==> src/rtl/pulse_gen.sv <==
// -----------------------------------------------------------------------------
// pulse_gen
//
// Turns a single-cycle trigger strobe into a fixed-length pulse on a registered
// output pin.  Consecutive pulses are separated by a guaranteed inactive gap.
// Triggers that arrive while a pulse or gap is in progress are either queued
// or discarded.  A discarded trigger is reported with a one-cycle strobe.
//
// Build option:
//   PULSE_GEN_QUEUE_EN  defined   -> 2-bit saturating request queue (max 3 waiting)
//                       undefined -> no queue; a trigger while busy is discarded,
//                                    except in the final gap cycle, where it
//                                    starts the next pulse.
//
// Parameters:
//   HIGH_CYCLES   active pulse length in clk cycles (1..255)
//   GAP_CYCLES    minimum inactive cycles between pulses (0..255)
//   ACTIVE_LEVEL  level driven on out during a pulse; idle level is its inverse
//
// Ports:
//   clk      in   single clock, rising-edge
//   rst      in   asynchronous active-high reset
//   trig     in   single-cycle request strobe, synchronous to clk
//   out      out  registered pulse output
//   busy     out  registered; high while a pulse, gap or queued request exists
//   dropped  out  registered one-cycle strobe, the cycle after a discarded trig
// -----------------------------------------------------------------------------
module pulse_gen #(
   parameter int unsigned HIGH_CYCLES  = 4,
   parameter int unsigned GAP_CYCLES   = 2,
   parameter logic        ACTIVE_LEVEL = 1'b1
) (
   input  logic clk,
   input  logic rst,
   input  logic trig,
   output logic out,
   output logic busy,
   output logic dropped
);

   typedef enum logic [1:0] {
      S_IDLE   = 2'd0,
      S_ACTIVE = 2'd1,
      S_GAP    = 2'd2
   } state_t;

   // Counter reload values: the counter runs from N-1 down to 0, so a phase
   // lasts exactly N cycles.
   localparam logic [7:0] HIGH_LOAD  = 8'(HIGH_CYCLES - 1);
   localparam logic [7:0] GAP_LOAD   = (GAP_CYCLES == 0) ? 8'd0 : 8'(GAP_CYCLES - 1);
   localparam logic       GAP_EN     = (GAP_CYCLES != 0) ? 1'b1 : 1'b0;
   localparam logic       IDLE_LEVEL = ~ACTIVE_LEVEL;

`ifdef PULSE_GEN_QUEUE_EN
   localparam logic QUEUE_EN = 1'b1;
`else
   localparam logic QUEUE_EN = 1'b0;
`endif

   state_t     state_r;
   state_t     state_nxt_s;
   logic [7:0] cnt_r;
   logic [7:0] cnt_nxt_s;
   logic       out_r;
   logic       out_nxt_s;
   logic       busy_r;
   logic       busy_nxt_s;
   logic       dropped_r;
   logic       dropped_nxt_s;
   logic [1:0] pending_s;
   logic [1:0] pending_nxt_s;
   logic       gap_end_s;
   logic       can_queue_s;

`ifdef PULSE_GEN_QUEUE_EN
   logic [1:0] pending_r;

   // Queued-request counter; cleared by reset without any dropped strobe
   always_ff @(posedge clk or posedge rst) begin
      if (rst) begin
         pending_r <= 2'd0;
      end else begin
         pending_r <= pending_nxt_s;
      end
   end

   assign pending_s = pending_r;
`else
   assign pending_s = 2'd0;
`endif

   // A trigger may be queued only when the queue exists and is not full
   assign can_queue_s = QUEUE_EN && (pending_s != 2'd3);

   // Last cycle of the inactive gap.  With no gap configured, the last active
   // cycle takes that role so pulses can run back-to-back.
   always_comb begin
      gap_end_s = 1'b0;
      case (state_r)
         S_ACTIVE: gap_end_s = (cnt_r == 8'd0) && !GAP_EN;
         S_GAP:    gap_end_s = (cnt_r == 8'd0);
         default:  gap_end_s = 1'b0;
      endcase
   end

   // Next-state, counter, queue and drop-strobe decode
   always_comb begin
      state_nxt_s   = state_r;
      cnt_nxt_s     = cnt_r;
      out_nxt_s     = out_r;
      pending_nxt_s = pending_s;
      dropped_nxt_s = 1'b0;

      case (state_r)
         S_IDLE: begin
            if (trig) begin
               state_nxt_s = S_ACTIVE;
               cnt_nxt_s   = HIGH_LOAD;
               out_nxt_s   = ACTIVE_LEVEL;
            end else begin
               cnt_nxt_s   = 8'd0;
               out_nxt_s   = IDLE_LEVEL;
            end
         end

         S_ACTIVE, S_GAP: begin
            if (gap_end_s) begin
               if (pending_s != 2'd0) begin
                  // Oldest queued request starts now; a trig arriving in the
                  // same cycle takes its place in the queue.
                  state_nxt_s = S_ACTIVE;
                  cnt_nxt_s   = HIGH_LOAD;
                  out_nxt_s   = ACTIVE_LEVEL;
                  if (trig) begin
                     pending_nxt_s = pending_s;
                  end else begin
                     pending_nxt_s = pending_s - 2'd1;
                  end
               end else if (trig) begin
                  // Trig in the final gap cycle starts the next pulse directly
                  state_nxt_s = S_ACTIVE;
                  cnt_nxt_s   = HIGH_LOAD;
                  out_nxt_s   = ACTIVE_LEVEL;
               end else begin
                  state_nxt_s = S_IDLE;
                  cnt_nxt_s   = 8'd0;
                  out_nxt_s   = IDLE_LEVEL;
               end
            end else begin
               if (cnt_r != 8'd0) begin
                  cnt_nxt_s = cnt_r - 8'd1;
                  out_nxt_s = (state_r == S_ACTIVE) ? ACTIVE_LEVEL : IDLE_LEVEL;
               end else begin
                  // Only ACTIVE with a non-zero gap gets here
                  state_nxt_s = S_GAP;
                  cnt_nxt_s   = GAP_LOAD;
                  out_nxt_s   = IDLE_LEVEL;
               end

               if (trig) begin
                  if (can_queue_s) begin
                     pending_nxt_s = pending_s + 2'd1;
                  end else begin
                     dropped_nxt_s = 1'b1;
                  end
               end else begin
                  pending_nxt_s = pending_s;
               end
            end
         end

         default: begin
            state_nxt_s   = S_IDLE;
            cnt_nxt_s     = 8'd0;
            out_nxt_s     = IDLE_LEVEL;
            pending_nxt_s = 2'd0;
         end
      endcase

      busy_nxt_s = (state_nxt_s != S_IDLE) || (pending_nxt_s != 2'd0);
   end

   // State, counter and output registers; reset drives the pin idle at once
   always_ff @(posedge clk or posedge rst) begin
      if (rst) begin
         state_r   <= S_IDLE;
         cnt_r     <= 8'd0;
         out_r     <= IDLE_LEVEL;
         busy_r    <= 1'b0;
         dropped_r <= 1'b0;
      end else begin
         state_r   <= state_nxt_s;
         cnt_r     <= cnt_nxt_s;
         out_r     <= out_nxt_s;
         busy_r    <= busy_nxt_s;
         dropped_r <= dropped_nxt_s;
      end
   end

   assign out     = out_r;
   assign busy    = busy_r;
   assign dropped = dropped_r;

endmodule

==> config.mk <==
export PLATFORM = sky130hd
export DESIGN_NAME = pulse_gen
export DESIGN_NICKNAME = d
export VERILOG_FILES = /design/src/rtl/pulse_gen.sv
export SDC_FILE = /design/constraint.sdc
export NUM_CORES = 1
export LEC_CHECK = 0
export CORE_AREA = 2 2 43 45
export DETAILED_ROUTE_END_ITERATION = 12
export DIE_AREA = 0 0 45 47
export GPL_TIMING_DRIVEN = 0
export HOLD_SLACK_MARGIN = 0.08
export PLACE_DENSITY = 0.72
export REMOVE_ABC_BUFFERS = 1
export SLEW_MARGIN = 10
export SYNTH_ARGS = -nofsm -noshare
export SYNTH_HDL_FRONTEND = slang
export SYNTH_SLANG_ARGS = --single-unit
==> constraint.sdc <==
create_clock -name clk -period 2.3 [get_ports clk]
set_input_delay 0.46 -clock clk [delete_from_list [all_inputs] [get_ports clk]]
set_output_delay 0.46 -clock clk [all_outputs]
set_load 0.005 [all_outputs]
After elaboration in Yosys (flattened, before gate mapping)
Cells that the tools add are included.
Storage, ports and cells
  bits in registers: 13
  input port bits: 3
  output and inout bits: 3
  word-level logic and storage cells: 30
Operators by class
  $add $sub $neg: 1
  equal/unequal tests: 2
  multiplexer cells: 17
  reductions and logical operators: 5
Operators by type and width (number)
  two-way mux 8 bit: 2
  one-hot mux 8 bit (2 select lines): 1
  logical NOT 8 bit: 1
  two-way mux 1 bit: 8
  two-way mux 2 bit: 4
  nonzero test 8 bit: 1
  subtractor 8 x 1 -> 8 bit (second input constant): 1
  one-hot mux 2 bit (2 select lines): 1
  equality test 2 x 1 -> 1 bit (second input constant): 1
  equality test 2 bit (second input constant): 1
  logical NOT 2 bit: 1
  one-hot mux 1 bit (2 select lines): 1
  nonzero test 2 bit: 1
  OR reduction 2 bit: 1

Longest topological paths before layout
  depth in word-level cells: 5
  depth in mapped cells: 6
  mapped depth without buffers: 6

Worst setup path after synthesis
No wires, ideal clock.
  kind: flip-flop to flip-flop
  start: register cnt_r[0]
  end: register busy_r, in the netlist busy
  setup time: 0.127 ns
  arrival: 1.464 ns
  data required time: 2.173 ns
  slack: 0.709 ns
  cell stages (with the launch flop): 7
  path buffers: 0
  period minus slack after synthesis: 1.591 ns
  path through: dfrtp_1 > inv_1 > ha_1 > or3b_2 > o211ai_1 > o211a_1 > a21oi_1
On the way
  longest elaborated chain between the ends: 5
  elaborated cells between the ends (all ways): 7
  those cells by class: mux (4); reduce/logical (3)
Ends and longest elaborated chain
  start, declared: line 62  | logic [7:0] cnt_r;
  start signal, assigned: line 193  | cnt_r <= cnt_nxt_s;
  nonzero test 8 bit / logical NOT 8 bit (equally long branches): line 150, 101
  two-way mux 2 bit / two-way mux 1 bit (equally long branches): line 150, 99
  two-way mux 2 bit *: line 127  | if (gap_end_s) begin
  one-hot mux 2 bit (2 select lines) *: line 114  | case (state_r)
  nonzero test 2 bit *: line 180  | busy_nxt_s = (state_nxt_s != S_IDLE) || (pending_nxt_s != 2'd0);
  net busy_nxt_s: line 67  | logic busy_nxt_s;
  end signal, assigned: line 195  | busy_r <= busy_nxt_s;
  end, declared: line 66  | logic busy_r;
Mark *: on every way through the listed nets, which the timed path passes. The rest lies on a longest branch.

Final worst setup path
  start: register cnt_r[0]
  end: register cnt_r[0]
On the way
  longest elaborated chain between the ends: 4
  elaborated cells between the ends (all ways): 7
  those cells by class: add/sub (1); mux (4); reduce/logical (2)
Ends and longest elaborated chain
  subtractor 8 x 1 -> 8 bit (tied with other cells): line 151  | cnt_nxt_s = cnt_r - 8'd1;
  two-way mux 8 bit / two-way mux 1 bit (equally long branches): line 150, 99
  two-way mux 8 bit *: line 127
  one-hot mux 8 bit (2 select lines) *: line 114
  net cnt_nxt_s[0]: line 63  | logic [7:0] cnt_nxt_s;
Marked as above.

==> flow_metrics.py <==
metrics = {
    "placement": {
        "hpwl_um": 1000,
        "place.gp.congestion": 0.855,
        "port-buffer-count": 5,
        "dpl.cell_count": 95,
    },
    "timing": {
        "rsz0062_at_grt": "false",
        "setup_tns_ns": 0,
        "finalClockSkew_ns": 0.000602,
        "setup_viol": 0,
        "slew_violations": 0,
        "worst_pin_slew_ns": 0.545,
        "fmax_ghz": 0.540,
        "slew_headroom_pct": 63.6,
        "finalHoldViolations": 0,
        "fin_crit_ns": 1.85,
        "timing.final.crit_share_pct": 80.5,
    },
    "clock_tree": {
        "insertion_delay_ns": 0.27,
        "cts-root-buf": "clkbuf_4",
        "post_cts_buffers": 0,
        "cts_resized": 0,
        "htreeDepth": 1,
        "clockBufferDepth": 2,
        "cts_hold_buffers": 0,
        "cts_tree": "yes",
        "numCtsBuffers": 3,
        "clock_sinks": 13,
        "cts.clk_slew.worst_paths_ns": 0.07,
    },
    "global_routing": {
        "grt_util_all_layers_pct": 16.2,
        "grt_pass1_wl_um": 2360,
        "antenna_found_initial": 0,
        "first_global_vias": 568,
        "grt-ovfl-total": 0,
        "grt_max_degree": 14,
    },
    "drt": {
        "drc_errors": 0,
        "wl_um": 1340,
        "wire_per_inst_um": 13.6,
        "ant_nets": 0,
        "firstDrtPassIters": 4,
        "viasPerCell": 5.71,
        "vias": 565,
        "first_iter_violations": 12,
    },
    "worst_setup_path": {
        "r2r_cells": 6,
        "crit_type": "reg -> reg",
        "cp-end-kind": "flip-flop",
        "worstReg2RegEnd": "cnt_r[0]",
        "required_ns": 2.46,
        "critPathLaunchType": "flip-flop",
        "cpPeakStageDelay_ns": 0.47,
        "reg2reg_slack_ns": 0.45,
        "path_max_fanout": 5,
        "slowest_stage": "nor3b_1",
        "r2r-start": "cnt_r[0]",
        "critPathArrivalTime_ns": 2.01,
        "path_cells": "inv_1 > ha_1 > nor3b_1 > nand2_1 > o311ai_1 > a21oi_1",
    },
    "logic_synthesis": {
        "synth_top_area_share_pct": 44.1,
        "synth-adder-area-share_pct": 10.2,
        "ys_warn_count": 0,
        "synth-edff-count": 0,
        "ys_seq_area_share_pct": 44.1,
        "syn_area_um2": 737,
        "synth_compound_area_share_pct": 14.8,
        "synth_top_family_by_area": "simple AND/OR/NAND/NOR gates",
        "yosys.area_share.simple_pct": 21.9,
        "synth-seq-cells": 13,
        "synth_area_leader_cell": "dfrtp_1",
        "syn-mean-instance-area_um2": 10.1,
        "yosysUniqueCellTypes": 25,
        "syn_inst": 73,
        "synth_mux_area_share_pct": 0,
        "yosysMostFrequentCell": "dfrtp_1",
        "ys.flop_type": "dfrtp_1",
        "synth_area_leaders": "dfrtp_1, ha_1, a21oi_1, nor2_1, xor2_1",
        "async_reset_ff_share_pct": 100,
        "yosys-top-cells-count": "dfrtp_1, nor2_1",
        "synth-xor-area-share_pct": 5.94,
    },
    "die": {
        "start_util_pct": 44.6,
        "die-area_mm2": 0.00212,
        "die-height_um": 47,
        "die_w_um": 45,
        "core-area_mm2": 0.00165,
        "row_count": 15,
        "pin_count": 6,
    },
    "final_layout": {
        "area_growth_pct": 13.2,
        "nFillCells": 147,
        "nNetsFinal": 92,
        "drive_gt1_share_pct": 11.0,
        "diodes": 0,
        "finalNonFillerCells": 99,
    },
    "pwr": {
        "p_leak_nw": 0.380,
        "power_density_mw_per_mm2": 1460,
        "ir_drop_v": 0.000786,
    },
    "outcome": {
        "status": "finished, final reports clean",
    },
    "job": {
        "max_cap_viol_count": 0,
    },
    "hold_path": {
        "hp-class": "in -> async",
    },
}
metal layers:
metal | GRT usage (%) | wire, µm | up-vias
met5 | 0 | 0 | -
met4 | 10.6 | 38 | 0
met3 | 5.38 | 52 | 4
met2 | 24.9 | 639 | 10
met1 | 19.4 | 614 | 274
li1 | - | - | 277
cells in the final DEF, fill, tap and decap left out, drive strengths merged:
master	netlist	final
a21oi	6	6
nand3	1	1
or4	2	2
nor4	2	2
nand2	6	6
nand3b	1	1
clkdlybuf4s50	0	5
o31ai	1	1
o21ai	5	5
o211a	1	1
ha	6	6
xnor2	2	2
a21boi	1	1
xor2	3	3
o311ai	1	1
or3b	1	1
o211ai	1	1
and3	1	1
nor2	8	8
inv	6	6
a31oi	2	2
nor3	1	1
nor3b	2	2
clkbuf	0	4
dfrtp	13	13
final cells by class:
| cell class | count | area (µm²) | share of cell area (%) |
|---|---|---|---|
| Multi-Input combinational cell | 54 | 389 | 46.6 |
| Sequential cell | 13 | 325 | 39.0 |
| Timing Repair Buffer | 5 | 50.0 | 6.00 |
| Clock buffer | 4 | 26.3 | 3.15 |
| Inverter | 6 | 22.5 | 2.70 |
| Tap cell | 17 | 21.3 | 2.55 |
flip-flops by register name, summed over array words and instances, names as in the netlist:
register  count
cnt_r         8
dropped       1
out           1
busy          1
state_r       2
logic make-up after synthesis:
logic type / count (synthesis)
flops: 13
fa+ha+maj: 6
simple gates: 25
compound gates: 18
xor+xnor: 5
buf+inv: 6
worst max-delay path: cells and delay by family, from the launching register on:
family	cells	cell delay [ns]
fa+ha+maj	1	0.16
compound gates	2	0.41
simple gates	2	0.65
flops	1	0.41
buf+inv	1	0.09
per-stage QoR:
| step | cell area (µm²) | hold slack, ns | utilization [%] | worst slack (ns) | power [W] |
|---|---|---|---|---|---|
| 3_5_place_dp | 808 | 0.575 | 48.9 | 0.495 | 0.00108 |
| 6_report | 835 | 0.492 | 50.5 | 0.448 | 0.00122 |
| 5_1_grt | 835 | 0.548 | 50.5 | 0.313 | 0.00133 |
| 2_1_floorplan | 737 | 0.337 | - | 0.709 | 0.000903 |
| 4_1_cts | 835 | 0.506 | 50.5 | 0.477 | 0.00122 |
| 3_3_place_gp | 808 | 0.564 | 48.9 | 0.525 | 0.00106 |
report_power, final:
group / total (W) / internal, W / switching [W] / leakage (nW)
registers: 0.000414 / 0.000323 / 0.0000910 / 0.168
logic: 0.000662 / 0.000310 / 0.000352 / 0.197
clock network: 0.000139 / 0.0000673 / 0.0000716 / 0.0150
how the worst max path moves through the flow:
stage               depth (start not counted)        to     start
finish                                      6  cnt_r[0]  cnt_r[0]
global route                                6  cnt_r[0]  cnt_r[0]
CTS                                         6  cnt_r[0]  cnt_r[0]
detailed placement                          6  cnt_r[0]  cnt_r[0]
global placement                            6  cnt_r[0]  cnt_r[0]
floorplan                                   6      busy  cnt_r[0]
(Power assumes the default switching activity.)
